### src/rtl/spi_flash_pkg.sv
// Shared opcodes, FSM states and data-phase modes for the SPI NOR flash responder.
package spi_flash_pkg;

  localparam logic [7:0] OP_READ      = 8'h03;
  localparam logic [7:0] OP_FAST_READ = 8'h0B;
  localparam logic [7:0] OP_RDID      = 8'h9F;
  localparam logic [7:0] OP_RES       = 8'hAB;

  typedef enum logic [2:0] {
    ST_IDLE,
    ST_CMD,
    ST_ADDR,
    ST_DUMMY,
    ST_DATA,
    ST_IGNORE
  } state_t;

  typedef enum logic [1:0] {
    MODE_ID,
    MODE_DEV_ID,
    MODE_READ
  } mode_t;

endpackage

### src/rtl/spi_sync_edge.sv
// Two-flop synchroniser for an asynchronous SPI pin plus registered rise/fall pulses.
module spi_sync_edge #(
  parameter logic RST_VAL = 1'b0
) (
  input  logic clk,
  input  logic rst,
  input  logic din,
  output logic level,
  output logic rise,
  output logic fall
);

  logic meta_p0;
  logic sync_p1;
  logic dly_p2;

  always_ff @(posedge clk) begin
    if (rst) begin
      meta_p0 <= RST_VAL;
      sync_p1 <= RST_VAL;
      dly_p2  <= RST_VAL;
      rise    <= 1'b0;
      fall    <= 1'b0;
    end else begin
      meta_p0 <= din;
      sync_p1 <= meta_p0;
      // edge pulses are registered, so a pin edge reaches the user 3 clk later
      dly_p2  <= sync_p1;
      rise    <= sync_p1 & ~dly_p2;
      fall    <= ~sync_p1 & dly_p2;
    end
  end

  assign level = sync_p1;

endmodule

### src/rtl/spi_flash_responder.sv
// SPI mode-0 serial NOR flash emulator (0x9F, 0xAB, 0x03) with a byte-wide memory read port.
// Define SPI_FLASH_FAST_READ_EN to also accept 0x0B (fast read with 8 dummy bits).
module spi_flash_responder
  import spi_flash_pkg::*;
#(
  parameter logic [23:0] JEDEC_ID = 24'hEF4016,
  parameter logic [7:0]  DEV_ID   = 8'h15,
  parameter int          ADDR_W   = 24
) (
  input  logic        clk,
  input  logic        rst,
  input  logic        spi_sclk,
  input  logic        spi_cs_n,
  input  logic        spi_mosi,
  output logic        spi_miso,
  output logic        spi_miso_oe,
  output logic        mem_req,
  output logic [23:0] mem_addr,
  input  logic [7:0]  mem_rdata,
  input  logic        mem_valid,
  output logic [7:0]  last_cmd,
  output logic        underrun
);

  localparam logic [23:0] ADDR_MASK = 24'((25'd1 << ADDR_W) - 25'd1);

  logic sclk_lvl_unused, sclk_rise, sclk_fall;
  logic cs_lvl, cs_rise, cs_fall;
  logic mosi_meta_p0, mosi_sync_p1;

  spi_sync_edge #(.RST_VAL(1'b0)) u_sclk_sync (
    .clk(clk), .rst(rst), .din(spi_sclk),
    .level(sclk_lvl_unused), .rise(sclk_rise), .fall(sclk_fall)
  );

  spi_sync_edge #(.RST_VAL(1'b1)) u_cs_sync (
    .clk(clk), .rst(rst), .din(spi_cs_n),
    .level(cs_lvl), .rise(cs_rise), .fall(cs_fall)
  );

  always_ff @(posedge clk) begin
    mosi_meta_p0 <= spi_mosi;
    mosi_sync_p1 <= mosi_meta_p0;
  end

  state_t      state, state_n;
  mode_t       mode, mode_n;
  logic [4:0]  bit_cnt, bit_cnt_n, dummy_last, dummy_last_n;
  logic [2:0]  tx_cnt, tx_cnt_n;
  logic [7:0]  tx_sr, tx_sr_n;
  logic [1:0]  id_idx, id_idx_n;
  logic        fast_rd, fast_n;
  logic        mem_req_n;
  logic [23:0] addr_n;
  logic        outstanding, out_n;
  logic        have_data, have_n;
  logic        stale, stale_n;
  logic        underrun_n;
  logic [7:0]  last_cmd_n;
  logic [22:0] shift_in, shift_n;
  logic [7:0]  rd_buf, buf_n;
  logic [23:0] rx_word;
  logic        rd_ok;
  logic [7:0]  rd_byte;

  function automatic logic [7:0] id_byte(input logic [1:0] idx);
    case (idx)
      2'd0:    id_byte = JEDEC_ID[23:16];
      2'd1:    id_byte = JEDEC_ID[15:8];
      default: id_byte = JEDEC_ID[7:0];
    endcase
  endfunction

  always_comb begin
    state_n      = state;
    mode_n       = mode;
    bit_cnt_n    = bit_cnt;
    dummy_last_n = dummy_last;
    tx_cnt_n     = tx_cnt;
    tx_sr_n      = tx_sr;
    id_idx_n     = id_idx;
    fast_n       = fast_rd;
    mem_req_n    = 1'b0;
    addr_n       = mem_addr;
    out_n        = outstanding;
    have_n       = have_data;
    stale_n      = stale;
    underrun_n   = underrun;
    last_cmd_n   = last_cmd;
    shift_n      = shift_in;
    buf_n        = rd_buf;
    rx_word      = {shift_in, mosi_sync_p1};
    rd_ok        = have_data || (mem_valid && outstanding && !stale);
    rd_byte      = have_data ? rd_buf : mem_rdata;

    // A stale response belongs to a byte already sent as 0xFF; discard it and fetch the current address.
    if (mem_valid && outstanding) begin
      if (stale) begin
        stale_n   = 1'b0;
        mem_req_n = 1'b1;
      end else begin
        buf_n  = mem_rdata;
        have_n = 1'b1;
        out_n  = 1'b0;
      end
    end

    if (cs_rise) begin
      state_n   = ST_IDLE;
      out_n     = 1'b0;
      have_n    = 1'b0;
      stale_n   = 1'b0;
      mem_req_n = 1'b0;
    end else if (cs_fall) begin
      state_n   = ST_CMD;
      bit_cnt_n = 5'd0;
      tx_cnt_n  = 3'd0;
      tx_sr_n   = 8'h00;
    end else begin
      if (sclk_rise) begin
        shift_n   = rx_word[22:0];
        bit_cnt_n = bit_cnt + 5'd1;
      end
      case (state)
        ST_CMD: begin
          if (sclk_rise && bit_cnt == 5'd7) begin
            last_cmd_n = rx_word[7:0];
            bit_cnt_n  = 5'd0;
            tx_cnt_n   = 3'd0;
            fast_n     = 1'b0;
            case (rx_word[7:0])
              OP_RDID: begin
                state_n  = ST_DATA;
                mode_n   = MODE_ID;
                id_idx_n = 2'd0;
              end
              OP_RES: begin
                state_n      = ST_DUMMY;
                mode_n       = MODE_DEV_ID;
                dummy_last_n = 5'd23;
              end
              OP_READ: state_n = ST_ADDR;
`ifdef SPI_FLASH_FAST_READ_EN
              OP_FAST_READ: begin
                state_n = ST_ADDR;
                fast_n  = 1'b1;
              end
`endif
              default: state_n = ST_IGNORE;
            endcase
          end
        end
        ST_ADDR: begin
          if (sclk_rise && bit_cnt == 5'd23) begin
            addr_n    = rx_word & ADDR_MASK;
            mem_req_n = 1'b1;
            out_n     = 1'b1;
            have_n    = 1'b0;
            stale_n   = 1'b0;
            mode_n    = MODE_READ;
            bit_cnt_n = 5'd0;
            if (fast_rd) begin
              state_n      = ST_DUMMY;
              dummy_last_n = 5'd7;
            end else begin
              state_n = ST_DATA;
            end
          end
        end
        ST_DUMMY: begin
          if (sclk_rise && bit_cnt == dummy_last) begin
            state_n   = ST_DATA;
            bit_cnt_n = 5'd0;
          end
        end
        ST_DATA: begin
          if (sclk_fall) begin
            tx_cnt_n = tx_cnt + 3'd1;
            if (tx_cnt == 3'd0) begin
              case (mode)
                MODE_ID: begin
                  tx_sr_n  = id_byte(id_idx);
                  id_idx_n = (id_idx == 2'd2) ? 2'd0 : id_idx + 2'd1;
                end
                MODE_DEV_ID: tx_sr_n = DEV_ID;
                default: begin
                  addr_n = (mem_addr + 24'd1) & ADDR_MASK;
                  have_n = 1'b0;
                  if (rd_ok) begin
                    tx_sr_n   = rd_byte;
                    mem_req_n = 1'b1;
                    out_n     = 1'b1;
                    stale_n   = 1'b0;
                  end else begin
                    tx_sr_n    = 8'hFF;
                    underrun_n = 1'b1;
                    if (!outstanding) begin
                      mem_req_n = 1'b1;
                      out_n     = 1'b1;
                    end
                    stale_n = outstanding && !mem_req_n;
                  end
                end
              endcase
            end else begin
              tx_sr_n = {tx_sr[6:0], 1'b0};
            end
          end
        end
        ST_IGNORE: tx_sr_n = 8'h00;
        default: ;
      endcase
    end
  end

  always_ff @(posedge clk) begin
    if (rst) begin
      state       <= ST_IDLE;
      mode        <= MODE_ID;
      bit_cnt     <= 5'd0;
      dummy_last  <= 5'd0;
      tx_cnt      <= 3'd0;
      tx_sr       <= 8'h00;
      id_idx      <= 2'd0;
      fast_rd     <= 1'b0;
      mem_req     <= 1'b0;
      mem_addr    <= 24'h0;
      outstanding <= 1'b0;
      have_data   <= 1'b0;
      stale       <= 1'b0;
      underrun    <= 1'b0;
      last_cmd    <= 8'h00;
    end else begin
      state       <= state_n;
      mode        <= mode_n;
      bit_cnt     <= bit_cnt_n;
      dummy_last  <= dummy_last_n;
      tx_cnt      <= tx_cnt_n;
      tx_sr       <= tx_sr_n;
      id_idx      <= id_idx_n;
      fast_rd     <= fast_n;
      mem_req     <= mem_req_n;
      mem_addr    <= addr_n;
      outstanding <= out_n;
      have_data   <= have_n;
      stale       <= stale_n;
      underrun    <= underrun_n;
      last_cmd    <= last_cmd_n;
    end
  end

  always_ff @(posedge clk) begin
    shift_in <= shift_n;
    rd_buf   <= buf_n;
  end

  assign spi_miso    = tx_sr[7];
  assign spi_miso_oe = ~cs_lvl;

endmodule

### config.mk
export PLATFORM = sky130hd
export DESIGN_NAME = spi_flash_responder
export DESIGN_NICKNAME = d
export VERILOG_FILES = /design/src/rtl/spi_flash_pkg.sv /design/src/rtl/spi_sync_edge.sv /design/src/rtl/spi_flash_responder.sv
export SDC_FILE = /design/constraint.sdc
export NUM_CORES = 1
export LEC_CHECK = 0
export ABC_AREA = 1
export BUFFER_PORTS_ARGS = -buffer_cell sky130_fd_sc_hd__buf_2
export CAP_MARGIN = 30
export CORE_MARGIN = 1.5
export CORE_UTILIZATION = 45
export DETAILED_ROUTE_END_ITERATION = 7
export PLACE_DENSITY = 0.62
export REMOVE_ABC_BUFFERS = 1
export SETUP_SLACK_MARGIN = 0.05
export SLEW_MARGIN = 20
export SYNTH_ARGS = -nofsm -noshare
export SYNTH_HDL_FRONTEND = slang
export SYNTH_SLANG_ARGS = --single-unit
### constraint.sdc
create_clock -name clk -period 2.8 [get_ports clk]
set_input_delay 0.56 -clock clk [delete_from_list [all_inputs] [get_ports clk]]
set_output_delay 0.56 -clock clk [all_outputs]
set_load 0.02 [all_outputs]
[After elaboration in Yosys (flattened, before gate mapping)]
Cells that the tools add are included.
Cells by class
  $add $sub $neg: 4
  reduce and logical (&&, ||, !) cells: 34
  bitwise operators: 14
  equality and inequality tests: 28
  multiplexer cells: 86
Operators by type and width (number)
  2-to-1 mux 24 bit: 4
  one-hot mux 24 bit (2 select lines): 1
  one-hot mux 8 bit (2 select lines): 3
  2-to-1 mux 1 bit: 40
  2-to-1 mux 5 bit: 8
  2-to-1 mux 8 bit: 5
  adder 24 x 1 -> 24 bit (second input constant): 1
  AND reduction 7 bit: 3
  2-to-1 mux 3 bit: 6
  one-hot mux 3 bit (3 select lines): 2
  equality test 8 bit (second input constant): 2
  2-to-1 mux 2 bit: 8
  AND reduction 4 bit: 4
  one-hot mux 5 bit (3 select lines): 1
  != test 2 bit (second input constant): 7
  one-hot mux 2 bit (2 select lines): 3
  inverter 1 bit: 10
  != test 3 x 2 -> 1 bit (second input constant): 3
  nonzero test 3 bit: 3
  equality test 8 x 2 -> 1 bit (second input constant): 1
  one-hot mux 1 bit (2 select lines): 4
  AND reduction 8 bit: 1
  equality test 3 x 2 -> 1 bit (second input constant): 2
  equality test 3 bit (second input constant): 2
  26 further kinds: 42
Word-level totals
  input bits: 14
  output and inout port bits: 36
  flip-flop bits (word level): 108
  logic and storage cells: 195

[Depth between registers and ports, before layout]
  depth in word-level cells: 18
  mapped depth: 12
  mapped depth without buffers: 12

[Modules after synthesis]
A second synthesis with hierarchy kept.
Unflattened totals
  cell total of the unflattened synthesis: 734
  area, all modules: 5301.3 um2
Modules (own cells, without submodules)
  spi_flash_responder: sequential area each 2192.1 um2, area an instance 5022.3 um2, cells each 705, times used 1
  spi_sync_edge (u_sclk_sync): sequential area each 100.1 um2, area an instance 140.1 um2, cells each 15, times used 1
  spi_sync_edge (u_cs_sync): sequential area each 100.1 um2, area an instance 138.9 um2, cells each 14, times used 1

[Worst setup path after synthesis]
Ideal clock, no wire load.
  kind: reg2reg
  start: register u_cs_sync.rise
  end: register shift_in[0] (enable)
  data arrival time: 1.644 ns
  data required time: 2.397 ns
  path slack: 0.753 ns
  cell stages (with the launch flop): 4
  setup time: 0.403 ns
  path buffers: 0
  clock period less this slack: 2.047 ns
  cells stage by stage: dfxtp_1 -> nor2_4 -> inv_1 -> nor2_1
On the way
  cells in the longest elaborated chain, start to end: 2
RTL lines
  start, declared: RTL line spi_sync_edge.sv:9  | output logic rise,
  start signal, assigned: RTL line spi_sync_edge.sv:29  | rise <= sync_p1 & ~dly_p2;
  inverter 1 bit (no source line)
  AND reduction 3 bit (no source line)
  end signal, assigned: RTL line spi_flash_responder.sv:253  | shift_in <= shift_n;
  end, declared: RTL line spi_flash_responder.sv:60  | logic [22:0] shift_in, shift_n;
Every way passes these cells.
A chain may end at the register's enable or synchronous reset.

[Final worst setup path]
  start: register tx_cnt[0]
  end: register mem_addr[3]
On the way
  cells in the longest elaborated chain, start to end: 3
RTL lines
  start, declared: RTL line spi_flash_responder.sv:49  | logic [2:0] tx_cnt, tx_cnt_n;
  start signal, assigned: RTL line spi_flash_responder.sv:238  | tx_cnt <= tx_cnt_n;
  logical NOT 3 bit: RTL line spi_flash_responder.sv:179  | if (tx_cnt == 3'd0) begin
  != test 2 bit (no source line)
  AND reduction 7 bit (no source line)
  end signal, assigned: RTL line spi_flash_responder.sv:243  | mem_addr <= addr_n;
  end, declared: RTL line spi_flash_responder.sv:18  | output logic [23:0] mem_addr,
Every way passes these cells.

==> results.sh <==
export IMPL_finalCritPeriodShare_pct=72.56
export IMPL_grt_use_total_pct=21.61
export IMPL_drtIter0Drc=312
export IMPL_worstSetupStartpointType="flip-flop"
export IMPL_areaGrowthSynthToFinish_pct=12.73
export IMPL_synth_top_family_by_area="simple AND/OR/NAND/NOR gates"
export IMPL_totalWireLength_mm=12.39
export IMPL_clock_latency_ps=350
export IMPL_ant_nets=0
export IMPL_max_slew_margin_pct=51.99
export IMPL_hold_path_class="input port to flip-flop"
export IMPL_n_fill_cell=1100
export IMPL_worst_slew_pin_slew_ps=719.3
export IMPL_post_cts_resized=0
export IMPL_p_per_area_nw_per_um2=586.4
export IMPL_vdd_ir_drop_max_uv=320.2
export IMPL_synth_seq_area_share_pct=46.28
export IMPL_run_status="complete, no violations"
export IMPL_synth_compound_gate_area_share_pct=12.68
export IMPL_wl_met1_mm=6.572
export IMPL_synthMuxAreaShare_pct=0
export IMPL_timing_rr_start="tx_cnt[0]$_SDFFE_PP0P_"
export IMPL_postSynthAreaPerCell_um2=7.363
export IMPL_maxSlewViolCount=0
export IMPL_synth_adder_area_share_pct=0.9683
export IMPL_grt_pass1_wl_mm=20.15
export IMPL_hold_ws_ps=313.6
export IMPL_dp_cells=880
export IMPL_final_setup_viol_count=0
export IMPL_fin_skew_ps=6.550
export IMPL_syn_cell_area_um2=5169
export IMPL_cp_arrival_ps=2270
export IMPL_die_area_um2=12140
export IMPL_path_class="flip-flop to flip-flop"
export IMPL_place_ws_ps=763.3
export IMPL_fmax_mhz=492.2
export IMPL_ys_warn_count=0
export IMPL_hold_viol_final=0
export IMPL_min_period_ps=2032
export IMPL_clk_root_buffer_cell="clkbuf_16"
export IMPL_cts_buffers=9
export IMPL_ctsHoldBuffers=0
export IMPL_power_mw=3.417
export IMPL_cp_max_fo=28
export IMPL_wl_met3_um=414
export IMPL_diodes=0
export IMPL_final_layout_size_suffix_gt1_share_pct=13.49
export IMPL_final_nets=769
export IMPL_die_x_um=110.2
export IMPL_rsz0062_at_grt="false"
export IMPL_start_util_pct=46.86
export IMPL_synthCells=702
export IMPL_synthArstFlopShare_pct=0
export IMPL_port_buffers=49
export IMPL_clk_pin_slew_ps=70
export IMPL_critPathRequiredTime_ps=3040
export IMPL_grt_pass1_vias=4130
export IMPL_synth_distinct_cells=43
export IMPL_hpwlAfterDp_mm=9.051
export IMPL_grt_overflow_total=0
export IMPL_io_pins=50
export IMPL_fin_util_pct=52.82
export IMPL_fin_cells=896
export IMPL_stdcell_area_um2=5827
export IMPL_cp_startpoint="tx_cnt[0]$_SDFFE_PP0P_"
export IMPL_tns_ps=0
export IMPL_top_layer_used="met4"
export IMPL_via_per_inst=5.188
export IMPL_die_height_um=110.2
export IMPL_synth_ff_type="dfxtp_1"
export IMPL_finalWorstSetupSlack_ps=768.3
export IMPL_post_cts_buffers=0
export IMPL_synthSimpleGateAreaFrac_pct=32.17
export IMPL_power_leakage_nw=2.385
export IMPL_cts_buffer_depth=2
export IMPL_drc=0
export IMPL_endpoint_kind="flip-flop"
export IMPL_placed_cell_area_um2=5528
export IMPL_wl_met2_mm=5.275
export IMPL_num_vias=4648
export IMPL_antenna_found_initial=0
export IMPL_htreeDepth=3
export IMPL_gp_congestion=0.9192
export IMPL_synth_enable_flop_cells=31
export IMPL_routedWlPerCell_um=13.83
export IMPL_cts_tree="done"
export IMPL_dr_pass1_iters=5
export IMPL_synth_seq_cells=104
export IMPL_cts_sinks=104
export IMPL_synth_xor_area_share_pct=0.8473
export IMPL_hold_path_startpoint="spi_mosi"
export IMPL_core_um2=11030
export IMPL_grt_max_degree=29
export IMPL_rows=38
export IMPL_cap_violations=0
==> sequential cells by signal, summed over array words and instances, names as in the netlist, 2 cells and up <==
name	count
tx_sr	8
id_idx	2
state	3
bit_cnt	5
tx_cnt	3
shift_in	23
rd_buf	8
last_cmd	8
mode	2
mem_addr	24
==> routing by layer <==
metal	vias up	GRT usage, %
li1	2387	-
met2	95	32.17
met3	10	3.821
met4	0	6.960
met5	-	0
met1	2156	31.73
==> cell type report <==
| type | instances | area [um^2] | share of cell area (%) |
|---|---|---|---|
| multi-input cells | 514 | 2415 | 41.44 |
| flip-flops and latches | 104 | 2392 | 41.06 |
| repair buffers | 56 | 297.8 | 5.111 |
| inverters | 66 | 247.7 | 4.252 |
| clock buffers | 11 | 242.7 | 4.166 |
| well taps | 140 | 175.2 | 3.006 |
| clock inverters | 5 | 56.30 | 0.9663 |
==> worst max-delay path, stage by stage, from the launching register on <==
cell	delay [ps]
dfxtp_1	320
inv_1	80
ha_1	160
inv_1	70
nor2_4	220
nand2_4	100
nor2_8	130
nand3_4	150
nand2_4	300
inv_2	180
o21ai_0	180
a21oi_1	50
==> final timing paths <==
path	to	slack (ps)	cells after the start
worst max-delay path	mem_addr[3]$_SDFFE_PP0P_	770	11
worst min-delay path	mosi_meta_p0$_DFF_P_	310	1
worst max register to register	mem_addr[3]$_SDFFE_PP0P_	770	11
worst min register to register	mosi_sync_p1$_DFF_P_	330	0
==> placed cells by master (no fill, tap or decap), drive strengths merged <==
cell type,count
a21boi,1
a21oi,54
a2bb2oi,1
a31oi,2
and2,1
buf,56
bufinv,1
clkbuf,11
clkinv,4
clkinvlp,1
dfxtp,73
edfxtp,31
ha,4
inv,65
nand2,202
nand3,47
nand3b,1
nand4,6
nor2,114
nor3,7
nor4,1
o211a,1
o211ai,3
o21a,4
o21ai,47
o22ai,4
o31ai,2
or2,6
or3,1
xnor2,2
xor2,3
==> power breakdown <==
group,total [mW],internal (mW),switching (mW)
Sequential,1.62,1.58,0.0319
Clock,1.27,0.717,0.551
Combinational,0.534,0.170,0.364
Total,3.42,2.47,0.946
==> cell families (layout without fill, tap and decap cells) <==
kind of cell / count (synthesis) / count (layout)
AOI/OAI and AO/OA: 119 / 119
xor gates and xnor gates: 5 / 5
DFF: 104 / 104
adders and majority gates: 4 / 4
buffers and inverters: 84 / 138
and+or+nand+nor: 386 / 386
==> synth_stat cells (all sizes together), types with 4 or more instances <==
library cell / count / area share [%]
nand2: 202 / 15
nor2: 114 / 9.5
dfxtp: 73 / 28
inv: 65 / 4.7
a21oi: 54 / 5.4
nand3: 47 / 4.9
o21ai: 47 / 4.8
edfxtp: 31 / 18
buf: 12 / 1.8
nor3: 7 / 0.68
clkbuf: 6 / 0.44
nand4: 6 / 0.73
or2: 6 / 0.73
ha: 4 / 0.97
o21a: 4 / 0.58
o22ai: 4 / 0.48
Power figures use the tool's default switching activity.
